===== src/rtl/sbox_trace_scheduler.sv =====
// Sequencer for the LFSR -> 4x S-box -> text_reg datapath: quiet period, LFSR advance,
// load round, chained S-box rounds, with scope trigger and start/busy/done handshake.
module sbox_trace_scheduler #(
  parameter int QUIET_W  = 8,
  parameter int ROUNDS_W = 4,
  parameter int CNT_W    = 16
) (
  input  logic                ICE_CLK,
  input  logic                resetn,
  input  logic                start,
  input  logic                free_run,
  input  logic                abort,
  input  logic [QUIET_W-1:0]  cfg_quiet,
  input  logic [ROUNDS_W-1:0] cfg_rounds,
  output logic                lfsr_shift_en,
  output logic                text_in_sel,
  output logic                text_reg_en,
  output logic                trigger,
  output logic                busy,
  output logic                done,
  output logic [CNT_W-1:0]    trace_count
);

  typedef enum logic [2:0] {
    S_IDLE,
    S_QUIET,
    S_ADVANCE,
    S_LOAD,
    S_CHAIN,
    S_DONE
  } state_t;

  state_t              state_q, state_d;
  logic [QUIET_W-1:0]  quiet_cnt_q, quiet_cnt_d;
  logic [ROUNDS_W-1:0] round_cnt_q, round_cnt_d;
  logic [CNT_W-1:0]    count_q, count_d;
  logic                arm;
  logic [ROUNDS_W-1:0] rounds_eff;

  always_comb begin
    rounds_eff = (cfg_rounds == '0) ? ROUNDS_W'(1) : cfg_rounds;
  end

  always_comb begin
    state_d     = state_q;
    quiet_cnt_d = quiet_cnt_q;
    round_cnt_d = round_cnt_q;
    count_d     = count_q;
    arm         = 1'b0;

    unique case (state_q)
      S_IDLE:    arm = (start | free_run) & ~abort;
      S_QUIET: begin
        if (quiet_cnt_q == QUIET_W'(1)) state_d = S_ADVANCE;
        else                            quiet_cnt_d = quiet_cnt_q - QUIET_W'(1);
      end
      S_ADVANCE: state_d = S_LOAD;
      // round_cnt counts the text_reg_en cycles still owed, including the current one
      S_LOAD, S_CHAIN: begin
        if (round_cnt_q == ROUNDS_W'(1)) begin
          state_d = S_DONE;
        end else begin
          state_d     = S_CHAIN;
          round_cnt_d = round_cnt_q - ROUNDS_W'(1);
        end
      end
      S_DONE: begin
        count_d = count_q + CNT_W'(1);
        if (free_run) arm = 1'b1;
        else          state_d = S_IDLE;
      end
      default:   state_d = S_IDLE;
    endcase

    if (arm) begin
      quiet_cnt_d = cfg_quiet;
      round_cnt_d = rounds_eff;
      state_d     = (cfg_quiet == '0) ? S_ADVANCE : S_QUIET;
    end

    if (abort && state_q != S_IDLE) state_d = S_IDLE;
  end

  always_ff @(posedge ICE_CLK) begin
    if (!resetn) begin
      state_q     <= S_IDLE;
      quiet_cnt_q <= '0;
      round_cnt_q <= '0;
      count_q     <= '0;
    end else begin
      state_q     <= state_d;
      quiet_cnt_q <= quiet_cnt_d;
      round_cnt_q <= round_cnt_d;
      count_q     <= count_d;
    end
  end

  always_comb begin
    lfsr_shift_en = 1'b0;
    text_in_sel   = 1'b0;
    text_reg_en   = 1'b0;
    done          = 1'b0;
    busy          = (state_q != S_IDLE);
    unique case (state_q)
      S_ADVANCE: lfsr_shift_en = 1'b1;
      S_LOAD:    text_reg_en   = 1'b1;
      S_CHAIN: begin
        text_reg_en = 1'b1;
        text_in_sel = 1'b1;
      end
      S_DONE:    done = 1'b1;
      default:   ;
    endcase
    trigger     = text_reg_en;
    trace_count = count_q;
  end

endmodule


===== config.mk =====
export PLATFORM = sky130hd
export DESIGN_NAME = sbox_trace_scheduler
export DESIGN_NICKNAME = d
export VERILOG_FILES = /design/src/rtl/sbox_trace_scheduler.sv
export SDC_FILE = /design/constraint.sdc
export NUM_CORES = 1
export LEC_CHECK = 0
export ABC_AREA = 1
export BUFFER_PORTS_ARGS = -buffer_cell sky130_fd_sc_hd__buf_2
export CORE_ASPECT_RATIO = 1.2
export CORE_MARGIN = 4
export CORE_UTILIZATION = 60
export CTS_BUF_LIST = sky130_fd_sc_hd__clkbuf_8
export DETAILED_ROUTE_END_ITERATION = 7
export GPL_ROUTABILITY_DRIVEN = 0
export PLACE_DENSITY = 0.86
export RECOVER_POWER = 100
export SYNTH_ARGS = -nofsm -noshare
export SYNTH_HDL_FRONTEND = slang
export SYNTH_SLANG_ARGS = --single-unit

===== constraint.sdc =====
create_clock -name ICE_CLK -period 3.8 [get_ports ICE_CLK]
set_input_delay 1.14 -clock ICE_CLK [delete_from_list [all_inputs] [get_ports ICE_CLK]]
set_output_delay 1.14 -clock ICE_CLK [all_outputs]
set_load 0.02 [all_outputs]

* Word-level counts from Yosys, hierarchy flattened
Cells that the tools add are included.
Cells by class: add/subtract/negate cells 3, equal/unequal tests 12, muxes and demuxes 19, bitwise gates (word level) 4, reductions and logical operators 12
Operator list (number):
- 2-to-1 mux 8 bit | 3
- adder 16 x 1 -> 16 bit (second input constant) | 1
- 2-to-1 mux 4 bit | 4
- case mux 3 bit (5 select lines) | 1
- 2-to-1 mux 3 bit | 3
- equality test 8 x 1 -> 1 bit (second input constant) | 1
- logical NOT 8 bit | 1
- subtractor 8 x 1 -> 8 bit (second input constant) | 1
- equality test 3 x 2 -> 1 bit (second input constant) | 2
- equality test 3 bit (second input constant) | 2
- 2-to-1 mux 1 bit | 6
- inequality test 2 bit (second input constant) | 3
- inequality test 3 bit (second input constant) | 2
- equality test 4 x 1 -> 1 bit (second input constant) | 1
- logical NOT 4 bit | 1
- AND reduction 2 bit | 2
- nonzero test 2 bit | 2
- OR reduction 2 bit | 2
- subtractor 4 x 1 -> 4 bit (second input constant) | 1
- equality test 3 x 1 -> 1 bit (second input constant) | 1
- logical NOT 3 bit | 1
- AND reduction 3 bit | 1
- nonzero test 3 bit | 1
- 2-to-1 mux 2 bit | 1
- other kinds (5) | 6
Storage, ports and cells: bits in registers 31, input port bits 17, output and inout port bits 22

* Depth between registers and ports, before layout
depth after elaboration 5, depth in mapped cells 10, gate-level depth less buffers 10

* Worst setup path after synthesis
Ideal clock, no wire load.
path type register to output, start register state_q[0], end output port trigger, arrival time 954 ps, data required time 2660 ps, setup slack 1706 ps, stages on the path, launching flop included 5, buffers on the path 1, cell sequence dfxtp_1 -> inv_1 -> nand3_1 -> nand2_1 -> buf_4
Between the ends: cells in the longest elaborated chain, start to end 3, elaborated cells between the ends (all ways) 4, those cells by class eq/ne (2); mux (1); reduce/logical (1)
Ends and longest elaborated chain:
- from (decl) | RTL line 33 | state_t state_q, state_d;
- from (signal assigned) | RTL line 91 | state_q <= state_d;
- equality test 3 x 2 -> 1 bit / equality test 3 bit (equally long branches) | RTL line 104 | unique case (state_q)
- OR reduction 2 bit (no line) (*)
- 2-to-1 mux 1 bit (*) | RTL line 104
- to (decl) | RTL line 18 | output logic trigger,
Mark *: on every way between the ends. The rest lies on a longest branch, timed or not.

* Final worst setup path
start register state_q[1], end output port done
Between the ends: cells in the longest elaborated chain, start to end 2
Ends and longest elaborated chain:
- equality test 3 bit | RTL line 104
- 2-to-1 mux 1 bit | RTL line 104
- to (decl) | RTL line 20 | output logic done,
No other way between the ends.

==> results summary <==
The run finished with clean final reports. The final setup violation count is 0. The measured slew at the worst slew-check pin is 0.695 ns. The number of top-level pins is 39. The final clock period utilization by the worst path came out at 0.691.

The gate count of the mapped netlist is 307. In this run the critical register-to-register path is captured at quiet_cnt_q[3]. The average cell area after synthesis came out at 6.15 um^2.

The total chip power came out at 963 uW. The global-route wire length before repair came out at 7.64 mm. The number of cells on the worst reg-to-reg path came out at 8. The global-route congestion overflow total is 0. The switching share of power came out at 0.320. After detailed routing, the number of remaining DRC violations is 0. The most used flip-flop cell after synthesis is sky130_fd_sc_hd__dfxtp_1. With fillers left out, the area of the finished cells amounts to 2150 um^2. The number of antenna violations at the first check in global routing is 0.

Data arrives at the worst endpoint at 1.48 ns. The final-layout fill cell count is 291. The count of final max-slew check failures came out at 0. The antenna diode instance count is 0. The final-report hold violation count is 0. The buffer cell driving the clock tree root is sky130_fd_sc_hd__clkbuf_8.

The biggest area contributor in the post-synthesis netlist is sky130_fd_sc_hd__dfxtp_1. Derived from the worst setup path, the maximum achievable clock frequency is 381 MHz. The cell area that synthesis handed to floorplanning was 1890 um^2. The internal power is 655 uW. The class of the worst hold path is reg -> reg. The CTS buffer count is 5.

The area used by multi-input combinational logic is 1030 um^2. The critical path in this run is classified as reg -> out. The power density of the placed cells is 447 nW/um^2. The core occupancy in the finished layout is 0.711. The number of global-route vias before repair is 1,882.

The region available for standard cell placement spans 3030 um^2. The worst voltage drop across the vdd grid came out at 0.000339 V. For this block, the routed nets add up to 4.53 mm of wire. The setup TNS came out at 0 ns. The first routing iteration left 99 violations.

The placed instances occupy a cell area of 2090 um^2. The switching power of the nets came out at 308 uW. The clock reaches the later pin of the worst-skew pair after 0.28 ns. The detailed-routing iteration count for the pre-antenna-repair pass came out at 4. Measured along the y axis, the die boundary spans 69.4 um. Sorting the synthesized cells by area gives the leading types as sky130_fd_sc_hd__dfxtp_1, sky130_fd_sc_hd__nand2_1, sky130_fd_sc_hd__nor2_1, sky130_fd_sc_hd__inv_1, sky130_fd_sc_hd__nand3_1. The worst hold endpoint is round_cnt_q[1]. In this run the deepest clock path goes through 2 buffers. The nature of the critical path startpoint is a flip-flop.

The share of synthesized flip-flops with an asynchronous set or reset is 0. The post-synth net total came out at 329. The pin count of the biggest net entering global routing is 17. The largest fanout on the critical path is 9. The max-capacitance violation count is 0. For the final database, setup skew stands at 0.00363 ns. The standby leakage power is 0.982 nW. The CTS H-tree depth came out at 2. The worst-case setup slack after placement came out at 1.63 ns.

The relative slew slack is 0.537. The proportion of netlist area held by the largest area contributor came out at 0.329. Yosys mapped the design onto 28 distinct sky130hd cell types. The area of the die is 4110 um^2. The number of buffers added for setup after CTS is 0. The sequential standard cell area is 621 um^2.

The worst endpoint required time is 2.66 ns. The share of total power dissipated in sequential elements is 0.393. By instance count, the leading cell after synthesis is sky130_fd_sc_hd__nand2_1. The average detailed-routed wire length per instance is 11.8 um. The initial utilization of the core area, before any placement, comes to 0.623. The final critical delay including setup and external delays came out at 2.62 ns. The worst-case hold slack is 0.476 ns. The relative area change from synthesis to final layout is 14.1%. The clock tree from TritonCTS is done. The number of flops mapped to enable cells by yosys came out at 0. The worst hold path passes through 2 cells.

The sequential cell area fraction in the yosys report came out at 0.329. The number of standard-cell rows in the floorplan is 22. The post-layout worst setup margin is 1.18 ns.

The startpoint identified for the worst hold timing path is round_cnt_q[1]. The hold-fix buffer count after cts came out at 0. The combinational cell fraction of total power came out at 0.260. The count of nets after finishing came out at 370.

In this run the critical register-to-register path is launched from state_q[1]. Setup repair after global routing left no endpoint under its margin. For flop-to-flop paths, the worst setup slack is 1.78 ns. The tree built by TritonCTS fans out to 31 sinks. STA classifies the critical path endpoint as an output pin. The number of routed nets with antenna violations came out at 0. The count of yosys warnings during synthesis came out at 0.

The number of register bits inferred by synthesis came out at 31. The clock slew seen by the registers of the worst setup and hold paths is 0.06 ns. The mean number of vias per cell came out at 5.21.

The cell count after placement came out at 377. Measured along the x axis, the die boundary spans 59.2 um. The total global routing track utilization came out at 0.235. Of the total power, the clock network draws 0.347. The count of buffers added on input and output ports is 38. The detailed router placed 2,005 vias in this run. The number of cells in the finished layout apart from fillers is 385. Post-CTS repair changed the size of 0 cells. Ranked by instance count, the synthesized netlist is headed by sky130_fd_sc_hd__nand2_1, sky130_fd_sc_hd__nor2_1, sky130_fd_sc_hd__inv_1. Of the cells placed in the final design, the portion with a size suffix greater than 1 is 0.0774. The post-detailed-placement half-perimeter wirelength came out at 3.45 mm.
power groups by stage:
stage	registers, mW	logic, mW	clock network (mW)
2_1_floorplan	0.378	0.208	0
3_3_place_gp	0.383	0.251	0
3_5_place_dp	0.384	0.257	0
4_1_cts	0.377	0.260	0.341
5_1_grt	0.381	0.288	0.352
6_report	0.378	0.250	0.334
flip-flops by register name (all words and copies together), names as in the netlist:
register     cells
trace_count     16
round_cnt_q      4
quiet_cnt_q      8
state_q          3
critical path: stages (launching register included):
cell	delay, ns
sky130_fd_sc_hd__dfxtp_1	0.34
sky130_fd_sc_hd__inv_1	0.11
sky130_fd_sc_hd__nand3_1	0.35
sky130_fd_sc_hd__inv_4	0.22
sky130_fd_sc_hd__buf_2	0.19
cell families (layout without fill, tap and decap cells):
| group | count (synthesis) | after routing | share of synthesized area |
|---|---|---|---|
| AND/OR/NAND/NOR | 182 | 182 | 0.410 |
| XOR/XNOR | 5 | 5 | 0.0232 |
| AO/OA/AOI/OAI | 34 | 34 | 0.0975 |
| buffers and inverters | 50 | 92 | 0.107 |
| flip-flops | 31 | 31 | 0.329 |
| adder cells (fa/ha/maj) | 5 | 5 | 0.0332 |
cell usage in the layout, fill, tap and decap left out:
cell type                    n
sky130_fd_sc_hd__nand2_2     2
sky130_fd_sc_hd__clkbuf_1   23
sky130_fd_sc_hd__ha_1        5
sky130_fd_sc_hd__xnor2_1     2
sky130_fd_sc_hd__bufinv_16   1
sky130_fd_sc_hd__buf_2      15
sky130_fd_sc_hd__o211ai_1    1
sky130_fd_sc_hd__nor2_1     65
sky130_fd_sc_hd__clkbuf_8    6
sky130_fd_sc_hd__dfxtp_1    31
sky130_fd_sc_hd__nor3_1      9
sky130_fd_sc_hd__nand2_1    78
sky130_fd_sc_hd__clkinv_2    1
sky130_fd_sc_hd__a21oi_1    12
sky130_fd_sc_hd__xor2_1      3
sky130_fd_sc_hd__inv_1      45
sky130_fd_sc_hd__o21a_1      1
sky130_fd_sc_hd__a211oi_1    1
sky130_fd_sc_hd__o21ai_0    18
sky130_fd_sc_hd__o21bai_2    1
sky130_fd_sc_hd__nand4_1     6
sky130_fd_sc_hd__nand3_1    21
sky130_fd_sc_hd__and3_1      1
sky130_fd_sc_hd__inv_4       1
cell type report:
| cell class | count | share of cell area |
|---|---|---|
| Tap cell | 36 | 0.0209 |
| Sequential cell | 31 | 0.288 |
| Timing Repair Buffer | 38 | 0.0750 |
| Inverter | 46 | 0.0813 |
| Clock buffer | 6 | 0.0383 |
| Multi-Input combinational cell | 226 | 0.480 |
| Clock inverter | 2 | 0.0163 |
how the worst max path moves through the flow:
stage / cells past startpoint / end / start
global placement: 8 / quiet_cnt_q[4] / free_run
detailed placement: 7 / round_cnt_q[2] / free_run
global route: 4 / done / state_q[1]
finish: 4 / done / state_q[1]
floorplan: 4 / trigger / state_q[0]
CTS: 4 / done / state_q[1]
metal layers:
layer	routed length [um]	GRT usage	vias up	part of all wire
li1	-	-	1046	-
met1	1880	0.264	897	0.42
met2	2280	0.408	53	0.50
met3	289	0.0577	9	0.064
met5	0	0	-	0
met4	74	0.0957	0	0.016
Power figures use the tool's default switching activity.
